**src/rtl/sd_cmd.sv**
```systemverilog
// SD SPI-mode command sequencer: sends 0xFF, the 6-byte command frame, then polls for R1.
// Optional macro SD_CMD_KEEPCS_EN adds a keep_cs input that holds cs low after the command.
module sd_cmd #(
    parameter int unsigned NCR = 8
) (
    input  logic        clock,
    input  logic        reset,
    input  logic        ce,
    input  logic        start,
    input  logic [5:0]  cmd,
    input  logic [31:0] arg,
    input  logic [6:0]  crc,
`ifdef SD_CMD_KEEPCS_EN
    input  logic        keep_cs,
`endif
    output logic        busy,
    output logic        done,
    output logic [7:0]  r1,
    output logic        timeout,
    output logic        cs,
    output logic        spi_tx,
    output logic        spi_rx,
    output logic [7:0]  spi_d,
    input  logic [7:0]  spi_q
);

    typedef enum logic [2:0] {StIdle, StPre, StFrame, StPoll, StDrain, StEnd} state_e;

    state_e      state_q, state_d;
    logic [5:0]  cmd_q, cmd_d;
    logic [31:0] arg_q, arg_d;
    logic [6:0]  crc_q, crc_d;
    logic        keep_q, keep_d;
    logic        busy_q, busy_d;
    logic        done_q, done_d;
    logic [7:0]  r1_q, r1_d;
    logic        timeout_q, timeout_d;
    logic        cs_q, cs_d;
    logic        spi_tx_q, spi_tx_d;
    logic        spi_rx_q, spi_rx_d;
    logic [7:0]  spi_d_q, spi_d_d;
    logic [4:0]  gap_q, gap_d;
    logic [2:0]  idx_q, idx_d;
    logic        polled_q, polled_d;
    logic        smp_en_q, smp_en_d;
    logic [7:0]  smp_q, smp_d;
    logic [7:0]  frame_byte;

    always_comb begin
        case (idx_q)
            3'd0:    frame_byte = {2'b01, cmd_q};
            3'd1:    frame_byte = arg_q[31:24];
            3'd2:    frame_byte = arg_q[23:16];
            3'd3:    frame_byte = arg_q[15:8];
            3'd4:    frame_byte = arg_q[7:0];
            3'd5:    frame_byte = {crc_q, 1'b1};
            default: frame_byte = 8'hFF;
        endcase
    end

    always_comb begin
        state_d   = state_q;
        cmd_d     = cmd_q;
        arg_d     = arg_q;
        crc_d     = crc_q;
        keep_d    = keep_q;
        busy_d    = busy_q;
        done_d    = done_q;
        r1_d      = r1_q;
        timeout_d = timeout_q;
        cs_d      = cs_q;
        spi_tx_d  = spi_tx_q;
        spi_rx_d  = spi_rx_q;
        spi_d_d   = spi_d_q;
        gap_d     = gap_q;
        idx_d     = idx_q;
        polled_d  = polled_q;
        smp_en_d  = smp_en_q;
        smp_d     = smp_q;
        if (ce) begin
            spi_tx_d = 1'b0;
            spi_rx_d = 1'b0;
            done_d   = 1'b0;
            // gap counts the 16 ticks after a strobe before the next may issue
            if (gap_q != 5'd0) gap_d = gap_q - 5'd1;
            case (state_q)
                StIdle: begin
                    if (start) begin
                        cmd_d     = cmd;
                        arg_d     = arg;
                        crc_d     = crc;
`ifdef SD_CMD_KEEPCS_EN
                        keep_d    = keep_cs;
`else
                        keep_d    = 1'b0;
`endif
                        busy_d    = 1'b1;
                        cs_d      = 1'b0;
                        r1_d      = 8'hFF;
                        timeout_d = 1'b0;
                        gap_d     = 5'd0;
                        idx_d     = 3'd0;
                        polled_d  = 1'b0;
                        smp_en_d  = 1'b0;
                        smp_d     = 8'd0;
                        state_d   = StPre;
                    end
                end
                StPre: begin
                    if (gap_q == 5'd0) begin
                        spi_tx_d = 1'b1;
                        spi_d_d  = 8'hFF;
                        gap_d    = 5'd16;
                        idx_d    = 3'd0;
                        state_d  = StFrame;
                    end
                end
                StFrame: begin
                    if (gap_q == 5'd0) begin
                        spi_tx_d = 1'b1;
                        spi_d_d  = frame_byte;
                        gap_d    = 5'd16;
                        if (idx_q == 3'd5) state_d = StPoll;
                        else               idx_d   = idx_q + 3'd1;
                    end
                end
                StPoll: begin
                    // spi_q lags one byte, so the first poll strobe yields no sample
                    if (spi_rx_q && smp_en_q) begin
                        if (!spi_q[7]) begin
                            r1_d    = spi_q;
                            state_d = StDrain;
                        end else if (smp_q == 8'(NCR - 1)) begin
                            r1_d      = 8'hFF;
                            timeout_d = 1'b1;
                            state_d   = StDrain;
                        end else begin
                            smp_d = smp_q + 8'd1;
                        end
                    end else if (gap_q == 5'd0) begin
                        spi_rx_d = 1'b1;
                        spi_d_d  = 8'hFF;
                        gap_d    = 5'd16;
                        smp_en_d = polled_q;
                        polled_d = 1'b1;
                    end
                end
                StDrain: begin
                    if (gap_q == 5'd0) state_d = StEnd;
                end
                StEnd: begin
                    done_d  = 1'b1;
                    busy_d  = 1'b0;
                    cs_d    = ~keep_q;
                    state_d = StIdle;
                end
                default: state_d = StIdle;
            endcase
        end
    end

    always_ff @(posedge clock or posedge reset) begin
        if (reset) begin
            state_q   <= StIdle;
            cmd_q     <= 6'd0;
            arg_q     <= 32'd0;
            crc_q     <= 7'd0;
            keep_q    <= 1'b0;
            busy_q    <= 1'b0;
            done_q    <= 1'b0;
            r1_q      <= 8'hFF;
            timeout_q <= 1'b0;
            cs_q      <= 1'b1;
            spi_tx_q  <= 1'b0;
            spi_rx_q  <= 1'b0;
            spi_d_q   <= 8'hFF;
            gap_q     <= 5'd0;
            idx_q     <= 3'd0;
            polled_q  <= 1'b0;
            smp_en_q  <= 1'b0;
            smp_q     <= 8'd0;
        end else begin
            state_q   <= state_d;
            cmd_q     <= cmd_d;
            arg_q     <= arg_d;
            crc_q     <= crc_d;
            keep_q    <= keep_d;
            busy_q    <= busy_d;
            done_q    <= done_d;
            r1_q      <= r1_d;
            timeout_q <= timeout_d;
            cs_q      <= cs_d;
            spi_tx_q  <= spi_tx_d;
            spi_rx_q  <= spi_rx_d;
            spi_d_q   <= spi_d_d;
            gap_q     <= gap_d;
            idx_q     <= idx_d;
            polled_q  <= polled_d;
            smp_en_q  <= smp_en_d;
            smp_q     <= smp_d;
        end
    end

    assign busy    = busy_q;
    assign done    = done_q;
    assign r1      = r1_q;
    assign timeout = timeout_q;
    assign cs      = cs_q;
    assign spi_tx  = spi_tx_q;
    assign spi_rx  = spi_rx_q;
    assign spi_d   = spi_d_q;

endmodule
```
**config.mk**
```make
export PLATFORM = sky130hd
export DESIGN_NAME = sd_cmd
export DESIGN_NICKNAME = d
export VERILOG_FILES = /design/src/rtl/sd_cmd.sv
export SDC_FILE = /design/constraint.sdc
export NUM_CORES = 1
export LEC_CHECK = 0
export BUFFER_PORTS_ARGS = -buffer_cell sky130_fd_sc_hd__buf_4
export CAP_MARGIN = 20
export CORE_MARGIN = 5
export CORE_UTILIZATION = 56
export CTS_BUF_LIST = sky130_fd_sc_hd__clkbuf_8 sky130_fd_sc_hd__clkbuf_16
export DETAILED_ROUTE_END_ITERATION = 10
export PLACE_DENSITY = 0.85
export SLEW_MARGIN = 20
export SYNTH_ARGS = -nofsm -noshare
export SYNTH_HDL_FRONTEND = slang
export SYNTH_SLANG_ARGS = --single-unit
```
**constraint.sdc**
```tcl
create_clock -name clock -period 3.8 [get_ports clock]
set_input_delay 1.14 -clock clock [delete_from_list [all_inputs] [get_ports clock]]
set_output_delay 1.14 -clock clock [all_outputs]
set_load 0.005 [all_outputs]
```
==> impl_metrics.toml <==
[status]
status = "finished clean"

[grt]
grt_pass1_wl_um = 16400
overflow = 0
grt_pass1_vias = 3435
antenna_found_initial = 0
grt_max_degree = 59
grt_usage_pct = 21.0

[placed_design]
globalplace.congestion = 0.839
hpwl_um = 7080
numPortBuffers = 78
pre_cts_ws_ns = 1.03

[sta]
rsz0062_at_grt = "false"
maxSlewViolCount = 0
setup_viol = 0
setup_ws_ns = 1.18
clock_skew_ns = 0.0153
tns_ns = 0
period_minus_slack_ns = 2.62
final_hold_viol_count = 0
hold_slack_ns = 0.500
worstMarginPinSlew_ns = 0.744
fmax_ghz = 0.382
slew_headroom_pct = 49.1
fin_crit_sh_pct = 68.8

[clock_network]
cts_buffers = 9
path_clk_slew_ns = 0.09
htree_levels = 3
clock-sinks = 88
postCtsSetupRepairBufs = 0
clockRootBuffer = "clkbuf_8"
cts_tree = "yes"
ctsResizeCount = 0
clkLatencyLatePin_ns = 0.36
cts_max_path_buffers = 2
hold_buffers = 0

[layout]
num-nets-final = 508
areaGrowthSynthToFinish_pct = 19.2
num_antenna_cells = 0
seq_area_um2 = 2220
drive_gt1_share_pct = 43.5
multi_input_area_um2 = 2020
fill_cells = 588

[drt]
drc = 0
dr.pass1.iters = 5
vias = 3244
drt_iter0_drc = 115
routed_via_density = 5.90
post_drt_wl_per_cell_um = 18.0
routed_wl_um = 9890
ant_nets = 0

[die]
rows = 32
io_pins = 79
die_h_um = 98.4
die_area_um2 = 9680
coreArea_um2 = 7650
initial_core_util_pct = 57.2
fp.dieW_um = 98.4

[synthesis]
ys_async_sr_fraction_pct = 100
syn_area_per_cell_um2 = 11.8
synthCells = 372
synth_edf_count = 0
synthAdderAreaFrac_pct = 2.29
synth_top_family_by_area = "multiplexers"
yosys.area_share.xor_xnor_pct = 0.200
synth.mux.area_fraction_pct = 19.4
ys.flop_type = "dfrtp_1"
syn_area_um2 = 4370
synth_compound_area_share_pct = 11.3
synth_seq_cells = 88
ys_seq_area_share_pct = 50.8
synth-simple-area-share_pct = 12.9
synth_fp_nets = 437
yosys_warnings = 0
yosysUniqueCellTypes = 58

[worst_setup_path]
rrSetupSlack_ns = 1.18
slowest_stage = "a21oi_1"
crit_type = "flop to flop"
path_max_fanout = 13
required_ns = 4.09
critPathMaxStageDelay_ns = 0.63
reg2reg_from = "idx_q[2]"
cp.arrival_ns = 2.91
regToRegEndpoint = "spi_d[0]"
crit_buf_inv = 1
crit_family = "compound AO/OA/AOI/OAI gates"
rr_worst_depth = 6
cp_cell_sequence = "clkinv_1, ha_1, nor3_1, a21oi_1, nand4_1, mux2_2"
end_kind = "flop"
startpoint_type = "flop"

[job]
maxCapViolations = 0

[worst_hold_path]
hp-class = "flop to flop"
hold_end = "done"
hold_start = "done"
hold_depth = 2

[power]
peakVddDrop_uv = 279
p_per_area_nw_per_um2 = 577
power.leakage_nw = 2.30
registers in the layout, summed over array words and instances (netlist names), named ones only:
signal	flops
crc_q	7
gap_q	4
arg_q	32
timeout	1
state_q	3
smp_en_q	1
smp_q	8
r1	8
spi_tx	1
cmd_q	6
idx_q	3
busy	1
cs	1
polled_q	1
done	1
spi_d	8
spi_rx	1
worst max path at each step:
| stage | from | to | cells past startpoint |
|---|---|---|---|
| 2_1_floorplan | reset | async pin | 1 |
| 3_3_place_gp | start | arg_q[3] | 6 |
| 3_5_place_dp | start | arg_q[28] | 6 |
| 4_1_cts | idx_q[2] | spi_d[0] | 6 |
| 5_1_grt | idx_q[2] | spi_d[1] | 6 |
| 6_report | idx_q[2] | spi_d[0] | 6 |
layer usage:
| layer | vias to the layer above | global-route usage, % | wire length (um) |
|---|---|---|---|
| met5 | - | 0 | 0 |
| met4 | 0 | 8.72 | 222 |
| met3 | 23 | 4.57 | 538 |
| met2 | 96 | 34.5 | 4990 |
| met1 | 1622 | 27.1 | 4140 |
| li1 | 1503 | - | - |
metrics by stage:
step                cell area (um^2)  utilization, %  power [W]  instances
global route                    5210            68.2    0.00319        550
finish                          5210            68.2    0.00301        550
detailed placement              5030            65.8    0.00242        534
global placement                5030            65.8    0.00235        534
floorplan                       4370               -    0.00205        372
CTS                             5210            68.2    0.00302        550
tightest hold or removal path: cells and delay by family, from the launching register on:
kind | cells | cell delay (ns)
DFF | 1 | 0.36
and+or+nand+nor | 1 | 0.05
AOI/OAI and AO/OA | 1 | 0.06
layout make-up:
class	instances	area share, %
clock buffer	10	2.64
tap	102	2.45
clock inverter	6	0.840
multi-input combinational	250	38.7
timing repair buffer	82	11.8
sequential	88	42.6
inverter	12	0.888
synth_stat cells (all sizes together) (6+ instances only):
cell / n / area [um^2]
dfstp: 17 / 447
inv: 11 / 41.3
nand2: 28 / 105
a21oi: 6 / 30.0
dfrtp: 71 / 1780
buf: 6 / 27.5
or3: 10 / 62.6
nor2: 8 / 30.0
mux2i: 7 / 70.1
clkbuf: 16 / 60.1
nand3: 13 / 65.1
o21ai: 15 / 75.1
mux2: 69 / 777
a22o: 8 / 70.1
ha: 8 / 100
nand2b: 8 / 50.1
layout by cell type, fill, tap and decap left out, types with 5 or more instances in the layout:
| cell type | Yosys | layout |
|---|---|---|
| nand2b_1 | 8 | 8 |
| mux2i_1 | 7 | 7 |
| dfstp_2 | 17 | 17 |
| nand2_1 | 28 | 27 |
| buf_4 | 0 | 82 |
| or3_1 | 10 | 10 |
| nand3_1 | 13 | 13 |
| nor2_1 | 8 | 8 |
| a22o_1 | 8 | 8 |
| a21oi_1 | 6 | 6 |
| dfrtp_1 | 71 | 71 |
| ha_1 | 8 | 8 |
| mux2_2 | 69 | 69 |
| inv_1 | 10 | 10 |
| o21ai_0 | 15 | 15 |
| a222oi_1 | 5 | 5 |
| clkbuf_8 | 0 | 10 |
cells by family (layout without fill, tap and decap cells):
group | after synthesis | count (layout)
fa+ha+maj | 8 | 8
simple gates | 99 | 99
xor+xnor | 1 | 1
flops | 88 | 88
compound gates | 66 | 66
buf+inv | 34 | 110
mux | 76 | 76
report_power, final:
group / total [W] / leakage (nW) / internal (W) / switching [W]
logic: 0.000868 / 1.14 / 0.000505 / 0.000363
clock network: 0.000608 / 0.0867 / 0.000258 / 0.000350
registers: 0.00153 / 1.07 / 0.00131 / 0.000223
(Power assumes the default switching activity.)
